[config.mk]
export PLATFORM = sky130hd
export DESIGN_NAME = cla_pipe_adder
export DESIGN_NICKNAME = d
export VERILOG_FILES = /design/src/rtl/cla_pkg.sv /design/src/rtl/cla_group.sv /design/src/rtl/cla_pipe_adder.sv
export SDC_FILE = /design/constraint.sdc
export NUM_CORES = 1
export LEC_CHECK = 0
export ABC_AREA = 1
export ABC_CLOCK_PERIOD_IN_PS = 4500
export CAP_MARGIN = 20
export CELL_PAD_IN_SITES_DETAIL_PLACEMENT = 0
export CELL_PAD_IN_SITES_GLOBAL_PLACEMENT = 2
export CORE_MARGIN = 2
export CORE_UTILIZATION = 37
export CTS_CLUSTER_DIAMETER = 100
export CTS_CLUSTER_SIZE = 24
export DETAILED_ROUTE_END_ITERATION = 8
export PLACE_DENSITY_LB_ADDON = 0.1
export SETUP_SLACK_MARGIN = 0.05
export SYNTH_ARGS = -nofsm -noshare
export SYNTH_HDL_FRONTEND = slang
export SYNTH_SLANG_ARGS = --single-unit
[constraint.sdc]
create_clock -name clk -period 4.5 [get_ports clk]
set_input_delay 0.9 -clock clk [delete_from_list [all_inputs] [get_ports clk]]
set_output_delay 0.9 -clock clk [all_outputs]
set_load 0.05 [all_outputs]
[src/rtl/cla_pkg.sv]
// Shared constants and helpers for the pipelined carry-lookahead adder.
package cla_pkg;

  // Default operand width and bits per lookahead group / pipeline stage.
  localparam int DEF_WIDTH = 16;
  localparam int DEF_GROUP = 4;

  // Number of pipeline stages (and cycles of latency) for a given width/group.
  function automatic int stages_f(input int width, input int group);
    return width / group;
  endfunction

endpackage

[src/rtl/cla_group.sv]
// Combinational GROUP-bit carry-lookahead block: generate/propagate terms,
// flattened lookahead carries, sum, group carry-out and the carry into the
// top bit of the group (needed for signed overflow on the last stage).
module cla_group
  import cla_pkg::*;
#(
  parameter int GROUP = DEF_GROUP
) (
  input  logic [GROUP-1:0] a,
  input  logic [GROUP-1:0] b,
  input  logic             cin,
  output logic [GROUP-1:0] sum,
  output logic             cout,
  output logic             c_msb
);

  logic [GROUP-1:0] gen_s;
  logic [GROUP-1:0] prop_s;
  logic [GROUP:0]   carry_s;
  logic             term_s;

  assign gen_s  = a & b;
  assign prop_s = a ^ b;

  // Lookahead carries: c[i] = OR_j (g[j] & p[j+1..i-1]) | (p[0..i-1] & cin),
  // expanded so no carry depends on a lower computed carry.
  always_comb begin
    carry_s    = '0;
    term_s     = 1'b0;
    carry_s[0] = cin;
    for (int i = 1; i <= GROUP; i++) begin
      term_s = cin;
      for (int j = 0; j < i; j++) begin
        term_s = term_s & prop_s[j];
      end
      carry_s[i] = term_s;
      for (int j = 0; j < i; j++) begin
        term_s = gen_s[j];
        for (int m = j + 1; m < i; m++) begin
          term_s = term_s & prop_s[m];
        end
        carry_s[i] = carry_s[i] | term_s;
      end
    end
  end

  assign sum   = prop_s ^ carry_s[GROUP-1:0];
  assign cout  = carry_s[GROUP];
  assign c_msb = carry_s[GROUP-1];

endmodule

[src/rtl/cla_pipe_adder.sv]
// Pipelined adder/subtractor: one CLA group per stage, carry registered
// between stages, upper operand slices skewed in and finished lower sum
// slices deskewed out so Q, ovf and out_valid leave together, registered.
module cla_pipe_adder
  import cla_pkg::*;
#(
  parameter int WIDTH = DEF_WIDTH,
  parameter int GROUP = DEF_GROUP
) (
  input  logic             clk,
  input  logic             rst_n,
  input  logic             enable,
  input  logic             in_valid,
  input  logic [WIDTH-1:0] A,
  input  logic [WIDTH-1:0] B,
  input  logic             cin,
  input  logic             sub,
  output logic             out_valid,
  output logic [WIDTH:0]   Q,
  output logic             ovf
);

  localparam int STAGES = stages_f(WIDTH, GROUP);

  // Operand conditioning: subtraction is A + ~B + 1, cin ignored.
  logic [WIDTH-1:0] b_eff_s;
  logic             c0_s;

  // Per-stage operands, carry-in and CLA results.
  logic [GROUP-1:0] a_stage_s   [STAGES];
  logic [GROUP-1:0] b_stage_s   [STAGES];
  logic [GROUP-1:0] sum_stage_s [STAGES];
  logic             carry_in_s  [STAGES];
  logic             cout_s      [STAGES];
  logic             c_msb_s     [STAGES];
  logic [GROUP-1:0] q_slice_s   [STAGES];

  // Output side.
  logic [STAGES-1:0] valid_r;
  logic [WIDTH:0]    q_r;
  logic              ovf_r;
  logic [WIDTH-1:0]  q_next_s;
  logic              ovf_next_s;

  // Select B polarity and stage-0 carry from the operation type.
  always_comb begin
    b_eff_s = B;
    c0_s    = cin;
    if (sub) begin
      b_eff_s = ~B;
      c0_s    = 1'b1;
    end else begin
      b_eff_s = B;
      c0_s    = cin;
    end
  end

  for (genvar k = 0; k < STAGES; k++) begin : g_stage

    cla_group #(
      .GROUP (GROUP)
    ) u_cla (
      .a     (a_stage_s[k]),
      .b     (b_stage_s[k]),
      .cin   (carry_in_s[k]),
      .sum   (sum_stage_s[k]),
      .cout  (cout_s[k]),
      .c_msb (c_msb_s[k])
    );

    if (k == 0) begin : g_head
      // Stage 0 works straight off the inputs; its result is registered below.
      assign a_stage_s[k]  = A[GROUP-1:0];
      assign b_stage_s[k]  = b_eff_s[GROUP-1:0];
      assign carry_in_s[k] = c0_s;
    end else begin : g_skew
      logic [GROUP-1:0] a_skew_r [k];
      logic [GROUP-1:0] b_skew_r [k];
      logic             carry_r;

      // Delay this slice k cycles so it meets the carry rippling up the pipe.
      always_ff @(posedge clk or negedge rst_n) begin
        if (!rst_n) begin
          carry_r <= 1'b0;
          for (int i = 0; i < k; i++) begin
            a_skew_r[i] <= '0;
            b_skew_r[i] <= '0;
          end
        end else if (enable) begin
          carry_r     <= cout_s[k-1];
          a_skew_r[0] <= A[k*GROUP +: GROUP];
          b_skew_r[0] <= b_eff_s[k*GROUP +: GROUP];
          for (int i = 1; i < k; i++) begin
            a_skew_r[i] <= a_skew_r[i-1];
            b_skew_r[i] <= b_skew_r[i-1];
          end
        end
      end

      assign a_stage_s[k]  = a_skew_r[k-1];
      assign b_stage_s[k]  = b_skew_r[k-1];
      assign carry_in_s[k] = carry_r;
    end

    if (k < STAGES - 1) begin : g_deskew
      localparam int DEPTH = STAGES - 1 - k;
      logic [GROUP-1:0] sum_dly_r [DEPTH];

      // Hold the finished low slice until the top slice of the same operation is done.
      always_ff @(posedge clk or negedge rst_n) begin
        if (!rst_n) begin
          for (int i = 0; i < DEPTH; i++) begin
            sum_dly_r[i] <= '0;
          end
        end else if (enable) begin
          sum_dly_r[0] <= sum_stage_s[k];
          for (int i = 1; i < DEPTH; i++) begin
            sum_dly_r[i] <= sum_dly_r[i-1];
          end
        end
      end

      assign q_slice_s[k] = sum_dly_r[DEPTH-1];
    end else begin : g_tail
      // Top slice goes directly into the output register.
      assign q_slice_s[k] = sum_stage_s[k];
    end
  end

  // Assemble the whole result word and signed overflow from the top stage.
  always_comb begin
    q_next_s = '0;
    for (int i = 0; i < STAGES; i++) begin
      q_next_s[i*GROUP +: GROUP] = q_slice_s[i];
    end
    ovf_next_s = c_msb_s[STAGES-1] ^ cout_s[STAGES-1];
  end

  // Valid chain and registered outputs, frozen while enable is low.
  always_ff @(posedge clk or negedge rst_n) begin
    if (!rst_n) begin
      valid_r <= '0;
      q_r     <= '0;
      ovf_r   <= 1'b0;
    end else if (enable) begin
      valid_r[0] <= in_valid;
      for (int i = 1; i < STAGES; i++) begin
        valid_r[i] <= valid_r[i-1];
      end
      q_r   <= {cout_s[STAGES-1], q_next_s};
      ovf_r <= ovf_next_s;
    end
  end

  assign out_valid = valid_r[STAGES-1];
  assign Q         = q_r;
  assign ovf       = ovf_r;

endmodule

* Yosys cells after proc, flatten, opt, wreduce, memory -nomap -nowiden
Index checks and enable logic that the tools add are counted.
** Word-level totals
- Register bits after elaboration :: 97
- Input bits :: 38
- Output and inout port bits :: 19
- Word-level logic and storage cells :: 120
** Cells by class
- Muxes and demuxes :: 2
- Bitwise operators :: 94
** Operators by type and width (number)
- AND 1 bit :: 40
- OR 1 bit :: 40
- XOR 4 bit :: 8
- AND 4 bit :: 4
- 2-to-1 mux 16 bit :: 1
- NOT 16 bit :: 1
- 2-to-1 mux 1 bit :: 1
- XOR 1 bit :: 1

* Logic depth before layout (Yosys ltp)
- Depth after elaboration :: 11
- Depth in mapped cells :: 13
- Mapped depth without buffers :: 11

* Cells and area by module
A second synthesis with hierarchy kept.
** Second synthesis, totals
- Cell total of the unflattened synthesis :: 555
- Area total of the unflattened synthesis :: 4634.4 um^2
** Modules (own cells, without submodules)
- cla_pipe_adder :: times used 1, cells each 451, area an instance 3888.7 um^2, seq. area each 2427.3 um^2
- cla_group (g_stage[0].u_cla ...) :: times used 3, cells each 25, area an instance 182.7 um^2, seq. area each 0.0 um^2
- cla_group (g_stage[3].u_cla) :: times used 1, cells each 29, area an instance 197.7 um^2, seq. area each 0.0 um^2

* Worst setup path after synthesis
OpenSTA, ideal clock, no wires.
- Path kind :: input to register
- Start point :: in sub
- End point :: reg g_stage[0].g_deskew.sum_dly_r[11] (netlist bit)
- Arrival :: 2.294 ns
- Setup slack :: 2.089 ns
- Stages :: 12
- Buffers on the path :: 2
- Cells stage by stage :: buf_6 buf_6 xnor2_1 inv_1 ha_1 ha_1 nand2_1 nand3b_1 nand2_1 nand3b_1 nand3_1 nand2_1
** On the way
- Longest elaborated chain between the ends :: 9
** RTL lines
- start, declared :: line cla_pipe_adder.sv:17 : input logic sub,
- 2-to-1 mux 16 bit :: line cla_pipe_adder.sv:49 : if (sub) begin
- XOR 4 bit :: line cla_group.sv:23 : assign prop_s = a ^ b;
- AND 1 bit (3 in series) :: line cla_group.sv:34 : term_s = term_s & prop_s[j];
- OR 1 bit (3 in series) :: line cla_group.sv:42 : carry_s[i] = carry_s[i] | term_s;
- XOR 4 bit (*) :: line cla_group.sv:47 : assign sum = prop_s ^ carry_s[GROUP-1:0];
- end signal, assigned by index :: line cla_pipe_adder.sv:118 : sum_dly_r[i] <= sum_dly_r[i-1];
- end, declared :: line cla_pipe_adder.sv:107 : logic [GROUP-1:0] sum_dly_r [DEPTH];
Every way passes the cells marked *; elsewhere a longest branch is shown, timed or not.
A chain may end at the register's enable or synchronous reset.

* Final worst setup path
Ends and elaborated chain as after synthesis.

==> flow_summary_export.csv <==
group,metric,value,unit
global_route,grt_pass1_vias,3139,
layout,layout.nets,597,
die,dieArea,0.0129,mm^2
layout,fillerInstances,1145,
global_route,grt_usage,0.146,
clock_network,cts_resized,0,
routing,drtIter0Drc,118,
placed_design,dp_hpwl,5.32,mm
sta,hold_viol,0,
die,start_util,0.383,
synthesis,synth_nets,548,
synthesis,netlist.area_leader.share,0.548,
setup_path,path_class,"in -> reg",
die,core_area,0.0116,mm^2
sta,fmax,373,MHz
clock_network,insertion_delay,0.34,ns
pwr,leakagePower,2.68,nW
clock_network,cts_setup_buffers,0,
routing,ant_nets,0,
die,die_w,113,um
setup_path,cp_slowest_stage_delay,0.46,ns
sta,fin_skew,0.00526,ns
synthesis,syn_area,0.00443,mm^2
die,rows,39,
sta,setup_violations,0,
sta,worstMarginPinSlew,0.789,ns
setup_path,crit_family,"buffers and inverters",
pwr,power_density,457,mW/mm^2
clock_network,cts_buffers,9,
synthesis,syn_inst,486,
synthesis,yosysUniqueCellTypes,25,
setup_path,slowest_stage,"clkdlybuf4s50_1",
synthesis,synthTopCellsByCount,"237 x nand2_1, 97 x dfrtp_1, 25 x o21ai_0, 20 x ha_1, 18 x inv_1",
clock_network,clock-sinks,97,
global_route,grt_max_degree,116,
clock_network,hold_buffers,0,
placed_design,io_buffers,56,
global_route,grt_pass1_wl,14.9,mm
synthesis,synthTopCellsByArea,"dfrtp_1 55%, nand2_1 20%, ha_1 5.7%, xnor2_1 3.0%, o21ai_0 2.8%",
sta,worst_slew_margin_rel,0.474,
clock_network,cts.clk_slew.worst_paths,0.06,ns
placed_design,gp_congestion,0.764,
synthesis,yosys_warnings,0,
routing,wl,8.40,mm
setup_path,rr_startpoint,"a_stage_s[4]$_DFFE_PN0P_",
sta,maxSlewViolCount,0,
placed_design,placed_cell_area,0.00501,mm^2
setup_path,worstRegToRegCells,8,
setup_path,cp-end-kind,"flip-flop",
pwr,ir_drop,0.164,mV
sta,rsz0062_at_grt,"false",
run_status,outcome,"complete, no violations",
setup_path,cp_cell_sequence,"clkdlybuf4s50_1 -> buf_4 -> xnor2_1 -> inv_1 -> ha_1 -> ha_1 -> nand2_1 -> nand3b_1 -> nand2_1 -> nand3b_1 -> nand3_1 -> nand2_1",
clock_network,cts-root-buf,"clkbuf_16",
clock_network,clk_path_buf_depth,2,
layout,finalInstanceArea,0.00533,mm^2
setup_path,critical_path.max_fanout,17,
sta,fin_crit,2.68,ns
setup_path,crit_end,"g_stage[0].g_deskew.sum_dly_r[11]$_DFFE_PN0P_",
die,io_pins,57,
layout,layout-drive-gt1-share,0.0500,
synthesis,async_flop_share,1.00,
clock_network,cts_tree,"built",
setup_path,critPathRequiredTime,4.73,ns
routing,drt-vias-per-instance,4.53,
clock_network,htreeDepth,3,
routing,wire_per_inst,12.3,um
global_route,grt-ovfl-total,0,
layout,seq_area,0.00243,mm^2
synthesis,synth-main-ff-cell,"dfrtp_1",
flow_run,maxCapViolCount,0,
setup_path,crit_top_cell,"nand2_1",
sta,setup_tns,0,ns
synthesis,synth.most_common_cell,"nand2_1",
routing,firstDrtPassIters,4,
setup_path,cp.arrival,2.91,ns
setup_path,cp.depth,12,
sta,finalCritPeriodShare,0.595,
die,die_h,113,um
synthesis,synth_edf_count,0,
routing,num_vias,3093,
layout,area_growth,20.4,%
setup_path,startpoint,"sub",
synthesis,synth.ff_latch_count,97,
synthesis,ys_seq_area_frac,0.548,
layout,diodes,0,
hold_path,min-delay-path-class,"in -> async",
synthesis,synth_area_per_cell,9.11,um^2
global_route,antenna_found_initial,0,
layout,multiInputGateArea,0.00175,mm^2
setup_path,rrSetupSlack,2.92,ns
routing,post-route-drc-count,0,
setup_path,path_buf_inv,3,
setup_path,r2r_end,"g_stage[2].g_deskew.sum_dly_r[3]$_DFFE_PN0P_",
synthesis,yosys.area.top_type,"dfrtp_1",
setup_path,cp-start-kind,"input port",
[metal layers]
metal	track usage	vias up	part of all wire
met5	0	-	0
met2	0.234	46	0.46
met4	0.0675	0	0.020
met3	0.0329	12	0.034
li1	-	1606	-
met1	0.189	1429	0.48
[flip-flops by register name, summed over array words and instances, names as in the netlist]
register and flops:
b_stage_s 8, g_stage.g_skew.a_skew_r 16, g_stage.g_skew.b_skew_r 16, ovf 1
valid_r 4, Q 17, g_stage.g_skew.carry_r 3, a_stage_s 8
g_stage.g_deskew.sum_dly_r 24
[cells by family (layout without fill, tap and decap cells)]
kind of cell | count (synthesis) | count (layout) | synth area share
and+or+nand+nor | 266 | 266 | 0.238
DFF | 97 | 97 | 0.548
buffers and inverters | 42 | 96 | 0.0571
AOI/OAI and AO/OA | 37 | 37 | 0.0424
adders and majority gates | 24 | 24 | 0.0746
xor gates and xnor gates | 20 | 20 | 0.0396
[area by class of cell]
cell class                 instances  area share
sequential                        97       0.455
multi-input combinational        347       0.328
timing repair buffer              61       0.115
clock buffer                      14      0.0533
tap                              143      0.0336
inverter                          19      0.0138
clock inverter                     2     0.00188
[cells in the final DEF (no fill, tap or decap)]
master	count
clkbuf_8	4
clkdlybuf4s50_1	54
o21ai_0	25
fa_1	4
nand2_1	237
xor2_1	5
nand3b_2	1
buf_16	1
buf_2	1
xnor2_1	15
nand3b_1	5
nand4_1	3
inv_4	1
dfrtp_1	97
nand2_2	2
buf_4	5
clkbuf_16	9
inv_1	18
nor2_4	1
a22oi_1	1
a21oi_1	2
clkinv_2	2
o21ai_1	9
nor2_1	10
clkbuf_1	1
nand3_1	7
ha_1	20
[per-stage QoR]
step / worst slack, ns / hold slack (ns) / util / std cells / power [mW]
2_1_floorplan: 2.09 / 0.442 / - / 486 / 1.51
3_3_place_gp: 1.53 / 0.453 / 0.433 / 666 / 1.71
3_5_place_dp: 1.46 / 0.457 / 0.433 / 666 / 1.71
4_1_cts: 1.83 / 0.468 / 0.459 / 682 / 2.48
5_1_grt: 1.63 / 0.494 / 0.461 / 683 / 2.60
6_report: 1.82 / 0.467 / 0.461 / 683 / 2.44
[how the worst min path moves through the flow]
stage | end | depth (start not counted) | from | slack, ns
after floorplan | g_stage[0].g_deskew.sum_dly_r[0]$_DFFE_PN0P_ | 2 | g_stage[0].g_deskew.sum_dly_r[0]$_DFFE_PN0P_ | 0.44
after global placement | Q[9]$_DFFE_PN0P_ | 2 | Q[9]$_DFFE_PN0P_ | 0.45
after detailed placement | Q[8]$_DFFE_PN0P_ | 2 | Q[8]$_DFFE_PN0P_ | 0.46
after CTS | b_stage_s[5]$_DFFE_PN0P_ | 1 | rst_n | 0.47
after global routing | b_stage_s[5]$_DFFE_PN0P_ | 1 | rst_n | 0.49
final | g_stage[2].g_skew.a_skew_r[4]$_DFFE_PN0P_ | 1 | rst_n | 0.47
[power by group]
group          switching (mW)  total [mW]  leakage (nW)  internal, mW
Clock                   0.315       0.748         0.149         0.434
Combinational           0.360       0.585          1.32         0.225
Sequential             0.0830        1.10          1.20          1.02
(Power assumes the default switching activity.)
